===== src/rtl/uart_tx_serializer.sv =====
// Double-buffered 8N1 UART transmitter: holding register in front of a shift register.
// Define UART_TX_PARITY_EN to add an even parity bit (8E1, 11 bit times per frame).
module uart_tx_serializer #(
   parameter int CLKS_PER_BIT = 434
) (
   input  logic       clk,
   input  logic       reset,
   input  logic [7:0] txdata,
   input  logic       ldtxdata,
   output logic       txempty,
   output logic       txidle,
   output logic       tx
);

   localparam int CW = (CLKS_PER_BIT > 1) ? $clog2(CLKS_PER_BIT) : 1;
   localparam logic [CW-1:0] CNT_LAST = CW'(CLKS_PER_BIT - 1);

`ifdef UART_TX_PARITY_EN
   typedef enum logic [2:0] {IDLE, START, DATA, PARITY, STOP} state_t;
`else
   typedef enum logic [2:0] {IDLE, START, DATA, STOP} state_t;
`endif

   state_t        state;
   logic [CW-1:0] cnt;
   logic [2:0]    bitidx;
   logic [7:0]    shreg;
   logic [7:0]    hold;
   logic          hfull;

   logic bit_end;
   logic frame_done;
   logic take;
   logic goes_idle;
   logic hfull_n;

   assign bit_end    = (cnt == CNT_LAST);
   assign frame_done = (state == IDLE) || ((state == STOP) && bit_end);
   assign take       = hfull && frame_done;
   assign goes_idle  = !hfull && frame_done;
   // A transfer always wins over a same-cycle load, since it needs hfull set.
   assign hfull_n    = take ? 1'b0 : (hfull | ldtxdata);

   always_ff @(posedge clk) begin
      if (reset) begin
         hold  <= 8'h00;
         hfull <= 1'b0;
      end else begin
         if (ldtxdata && !hfull)
            hold <= txdata;
         hfull <= hfull_n;
      end
   end

   always_ff @(posedge clk) begin
      if (reset) begin
         txempty <= 1'b1;
         txidle  <= 1'b1;
      end else begin
         txempty <= !hfull_n;
         txidle  <= goes_idle && !hfull_n;
      end
   end

   always_ff @(posedge clk) begin
      if (reset) begin
         state  <= IDLE;
         cnt    <= '0;
         bitidx <= 3'd0;
         shreg  <= 8'h00;
         tx     <= 1'b1;
      end else begin
         case (state)
            IDLE: begin
               cnt <= '0;
               tx  <= 1'b1;
               if (take) begin
                  shreg <= hold;
                  state <= START;
                  tx    <= 1'b0;
               end
            end
            START: begin
               if (bit_end) begin
                  cnt    <= '0;
                  bitidx <= 3'd0;
                  state  <= DATA;
                  tx     <= shreg[0];
               end else begin
                  cnt <= cnt + CW'(1);
               end
            end
            DATA: begin
               if (bit_end) begin
                  cnt <= '0;
                  if (bitidx == 3'd7) begin
`ifdef UART_TX_PARITY_EN
                     state <= PARITY;
                     tx    <= ^shreg;
`else
                     state <= STOP;
                     tx    <= 1'b1;
`endif
                  end else begin
                     bitidx <= bitidx + 3'd1;
                     tx     <= shreg[bitidx + 3'd1];
                  end
               end else begin
                  cnt <= cnt + CW'(1);
               end
            end
`ifdef UART_TX_PARITY_EN
            PARITY: begin
               if (bit_end) begin
                  cnt   <= '0;
                  state <= STOP;
                  tx    <= 1'b1;
               end else begin
                  cnt <= cnt + CW'(1);
               end
            end
`endif
            STOP: begin
               if (bit_end) begin
                  cnt <= '0;
                  // Pending byte starts immediately so frames are contiguous.
                  if (take) begin
                     shreg <= hold;
                     state <= START;
                     tx    <= 1'b0;
                  end else begin
                     state <= IDLE;
                     tx    <= 1'b1;
                  end
               end else begin
                  cnt <= cnt + CW'(1);
               end
            end
            default: begin
               state <= IDLE;
               cnt   <= '0;
               tx    <= 1'b1;
            end
         endcase
      end
   end

endmodule


===== config.mk =====
export PLATFORM = sky130hd
export DESIGN_NAME = uart_tx_serializer
export DESIGN_NICKNAME = d
export VERILOG_FILES = /design/src/rtl/uart_tx_serializer.sv
export SDC_FILE = /design/constraint.sdc
export NUM_CORES = 1
export LEC_CHECK = 0
export BUFFER_PORTS_ARGS = -buffer_cell sky130_fd_sc_hd__buf_2
export CORE_ASPECT_RATIO = 1.1
export CORE_UTILIZATION = 55
export CTS_CLUSTER_DIAMETER = 150
export DETAILED_ROUTE_END_ITERATION = 16
export GPL_TIMING_DRIVEN = 0
export PLACE_DENSITY = 0.83
export SETUP_SLACK_MARGIN = 0.02
export SLEW_MARGIN = 20
export SYNTH_ARGS = -nofsm -noshare
export SYNTH_HDL_FRONTEND = slang
export SYNTH_SLANG_ARGS = --single-unit

===== constraint.sdc =====
create_clock -name clk -period 4.1 [get_ports clk]
set_input_delay 0.41 -clock clk [delete_from_list [all_inputs] [get_ports clk]]
set_output_delay 0.41 -clock clk [all_outputs]
set_load 0.05 [all_outputs]

[Word-level counts from Yosys, hierarchy flattened]
Index checks and enable logic that the tools add are counted.
Storage, ports and cells
  memory bits (writable): 0
  input port bits: 11
  bits in latches: 0
  register bits after elaboration: 35
  bits in read-only memories: 0
  memories kept: 0
  logic and storage cells: 65
  output and inout port bits: 3
Cells by class
  bitwise logic cells: 2
  muxes and demuxes: 23
  shift-type cells: 0
  add/subtract/negate cells: 2
  divide/modulo/power cells: 0
  eq/ne operators: 11
  magnitude comparators: 1
  multiply operators: 0
  reductions and logical operators: 17
Operators by type and width (count)
  3-bit 2-to-1 mux: 8
  8-bit 2-to-1 mux: 2
  8-bit case mux with 2 select lines: 1
  2-bit != test, second input constant: 6
  3-bit case mux with 4 select lines: 1
  9-bit by 1-bit adder with 9-bit output, second input constant: 1
  9-bit equality test, second input constant: 1
  1-bit 2-to-1 mux: 8
  3-bit by 2-bit equality test with 1-bit output, second input constant: 2
  3-bit case mux with 2 select lines: 1
  3-bit OR reduction: 2
  1-bit logical AND: 5
  5-bit AND reduction: 1
  3-bit by 4-bit less-than comparator with 1-bit output, second input constant: 1
  1-bit case mux with 4 select lines: 1
  4-bit AND reduction: 1
  2-bit nonzero test: 2
  3-bit by 1-bit adder with 3-bit output, second input constant: 1
  1-bit binary-select mux with 3-bit select: 1
  3-bit by 1-bit equality test with 1-bit output, second input constant: 1
  3-bit equality test, second input constant: 1
  3-bit zero test: 1
  3-bit AND reduction: 1
  1-bit zero test: 2
  4 further kinds: 4

[Logic depth before layout (Yosys ltp)]
  depth after elaboration: 7
  gate-level depth with buffers: 7
  mapped depth without buffers: 6

[Worst setup path before layout]
No wires, ideal clock.
  kind: register to register
  start point: register bitidx[0]
  end point: register tx
  required time: 3.959 ns
  setup time: 0.141 ns
  cell stages (with the launch flop): 6
  path buffers: 0
  arrival: 1.630 ns
  period minus slack after synthesis: 1.771 ns
  path slack: 2.329 ns
  cells stage by stage: dfxtp_1 > ha_1 > mux4_2 > mux2_2 > o21ai_0 > a22oi_1
On the way
  word-level cells in the longest chain between the ends: 6
  elaborated cells between the ends (all ways): 7
  classes of those cells: add/sub (1); eq/ne (1); mux (5)
Ends and longest elaborated chain
  start, declared: RTL line 26  | logic [2:0] bitidx;
  start signal, assigned: RTL line 105  | bitidx <= bitidx + 3'd1;
  3-bit by 1-bit adder with 3-bit output: RTL line 106  | tx <= shreg[bitidx + 3'd1];
  1-bit binary-select mux with 3-bit select: RTL line 106
  1-bit 2-to-1 mux (implied by the code): RTL line 106
  1-bit 2-to-1 mux (*): RTL line 96  | if (bitidx == 3'd7) begin
  1-bit 2-to-1 mux (*): RTL line 94  | if (bit_end) begin
  1-bit case mux with 4 select lines (*): RTL line 73  | case (state)
  end signal, assigned: RTL line 88  | tx <= shreg[0];
  end signal, assigned: RTL line 106
  end, declared: RTL line 12  | output logic tx
Every way passes the cells marked *; elsewhere a longest branch is shown, timed or not. The select of a mux whose other input is x is not followed.
A chain may end at the register's enable or synchronous reset.

[Worst setup path in the final report]
  start point: register state[0]
  end point: register tx
On the way
  word-level cells in the longest chain between the ends: 7
  elaborated cells between the ends (all ways): 14
  classes of those cells: eq/ne (6); mux (3); reduce/logical (5)
Ends and longest elaborated chain
  start, declared: RTL line 24  | state_t state;
  start signal, assigned: RTL line 67  | state <= IDLE;
  start signal, assigned: RTL line 79  | state <= START;
  start signal, assigned: RTL line 87  | state <= DATA;
  3-bit by 2-bit equality test with 1-bit output: RTL line 38, 73
  1-bit logical AND: RTL line 38  | assign frame_done = (state == IDLE) || ((state == STOP) && bit_end);
  1-bit logical OR: RTL line 38
  1-bit logical AND: RTL line 39  | assign take = hfull && frame_done;
  1-bit 2-to-1 mux: RTL line 77, 127
  1-bit 2-to-1 mux: RTL line 124  | if (bit_end) begin
  1-bit case mux with 4 select lines: RTL line 73
Several ways; a longest one is shown, not always the timed one. The select of a mux whose other input is x is not followed.

==> impl_metrics.ini <==
[status]
run_status = finished clean

[clock_network]
cts.sinks = 34
clk_path_buf_depth = 2
cts_resized = 0
htreeDepth = 2
cts_setup_buffers = 0
clk_latency_ns = 0.33
cts_tree = done
cts-root-buf = clkbuf_4
cts_hold_buf = 0
cts_inserted_buffers = 5
clkTransAtPathRegs_ns = 0.11

[worst_hold_path]
hold_start = ldtxdata
min_path_type = primary input to flop

[timing]
maxSlewViolCount = 0
setup_viol_count_final = 0
min_period_over_period = 0.488
fin_hold_ws_ns = 0.292
period_needed_ns = 2.00
rsz0062_at_grt = no
slew_headroom = 0.625
tightest_slew_ns = 0.548
fin_skew_ns = 0.0127
hold_viol_final = 0
fin_tns_setup_ns = 0
max_freq_mhz = 500

[placement]
gp_congestion = 0.766
dp_hpwl_mm = 2.05
port_buffers = 12
placed_area_um2 = 1660

[worst_setup_path]
critPathCaptureType = flop
cp-startpoint = state[0]
arrival_ns = 2.20
cp_cell_sequence = inv_1, ha_1, clkbuf_1, nor3_1, a21oi_1, a2111oi_0, a22oi_1
reg2reg_from = state[0]
critical_path.max_stage_delay_ns = 0.54
start_kind = flop
crit_fanout = 8
crit_slowest_cell = a2111oi_0
critPathKind = flop to flop
required_ns = 4.30

[logic_synthesis]
synth_largest_type_area_fraction = 0.436
synth.ff_latch_count = 34
yosysSeqAreaShare = 0.436
yosysMostFrequentCell = nand2_1
synth_area_leaders = dfxtp_1 (44%), nand2_1 (10%), ha_1 (7.2%)
synth_edf_count = 0
ys_warn_count = 0
synth_cells = 176
netlist_top_cells_count = nand2_1 (42), dfxtp_1 (34), nor2_1 (17), a21oi_1 (13)
syn_area_um2 = 1560
async_flop_share = 0
avgSynthCellArea_um2 = 8.88
syn_nets = 196
synth.distinct_cells = 34
synth_top_cell_by_area = dfxtp_1
yosys_most_used_dff = dfxtp_1

[die]
rows = 19
start_util = 0.603
die_height_um = 57.9
die_area_um2 = 3060
die_x_um = 52.8
pin_count = 14
core_um2 = 2590

[global_routing]
antenna_found_initial = 0
grt_pass1_wl_mm = 4.77
grt_usage = 0.215
grt_pass1_vias = 1193
grt_remaining_overflow = 0
grt_max_degree = 11

[route]
drc_errors = 0
wl_mm = 2.71
detail-route-antenna-nets = 0
via_count = 1221
vias_per_cell = 5.40
firstDrtPassIters = 4
wl_per_cell_um = 12.0
drt_iter0_drc = 20

[power]
p_leak_nw = 0.653
peakVddDrop_mv = 0.453
p_per_area_nw_per_um2 = 490

[layout]
syn2layout_area_growth_pct = 11.5
nNetsFinal = 215
drive_gt1_frac = 0.149
final_area_um2 = 1740
nFillCells = 191
num_antenna_cells = 0
final_util = 0.673

[flow_run]
drv_cap = 0
==> routing by layer <==
metal | global-route usage | routed length, µm | vias to the layer above | part of all wire
met2 | 0.349 | 1280 | 22 | 0.47
met5 | 0 | 0 | - | 0
met4 | 0.105 | 51 | 0 | 0.019
li1 | - | - | 632 | -
met1 | 0.255 | 1280 | 563 | 0.47
met3 | 0.0630 | 95 | 4 | 0.035
==> critical path, delay by kind of cell, from the launching register on <==
kind            cells  cell delay (ns)
flops               1             0.37
fa+ha+maj           1             0.21
simple gates        1             0.20
buf+inv             2             0.28
compound gates      3             0.82
==> registers in the layout, summed over array words and instances (netlist names) <==
signal / flops
txempty: 1
state: 2
hold: 8
tx: 1
txidle: 1
cnt: 9
shreg: 8
bitidx: 3
hfull: 1
==> logic make-up after synthesis <==
family	after synthesis	share of synthesized area
and+or+nand+nor	75	0.227
DFF	34	0.436
AOI/OAI and AO/OA	26	0.100
buffers and inverters	13	0.0320
muxes	12	0.0937
adders and majority gates	9	0.0721
xor gates and xnor gates	7	0.0392
==> path summary, 6_finish.rpt <==
check                           slack (ns)  endpoint  depth (start not counted)
worst max-delay path                  2.10        tx                          7
worst min-delay path                  0.29    txidle                          2
worst max register to register        2.10        tx                          7
worst min register to register        0.46  shreg[2]                          2
==> metrics by stage <==
stage,instances,total power [mW],setup slack [ns]
CTS,226,0.857,2.15
finish,226,0.854,2.10
floorplan,176,0.563,2.33
global route,226,0.901,2.03
global placement,219,0.601,2.24
detailed placement,219,0.613,2.15
==> cell usage in the layout (no fill, tap or decap), types with 4 or more instances in the layout <==
master / Yosys / layout
a21oi_1: 13 / 13
buf_2: 1 / 13
clkbuf_1: 4 / 4
clkbuf_4: 0 / 5
dfxtp_1: 34 / 34
ha_1: 9 / 9
inv_1: 6 / 6
mux2i_1: 9 / 9
nand2_1: 42 / 42
nor2_1: 17 / 17
xor2_1: 4 / 4
==> layout make-up <==
cell class | instances | area [µm²] | share of cell area
Tap cell | 31 | 38.8 | 0.0223
Timing Repair Buffer | 12 | 60.1 | 0.0345
Clock inverter | 1 | 30.0 | 0.0172
Clock buffer | 6 | 51.3 | 0.0294
Buffer | 6 | 23.8 | 0.0136
Multi-Input combinational cell | 129 | 832 | 0.477
Sequential cell | 34 | 681 | 0.391
Inverter | 7 | 26.3 | 0.0151
==> report_power, final <==
part / leakage [nW] / switching (mW) / internal (mW)
combinational: 0.332 / 0.145 / 0.0840
clock: 0.0443 / 0.106 / 0.142
sequential: 0.277 / 0.0185 / 0.359
Note: power is estimated with default switching activity, not from simulation.
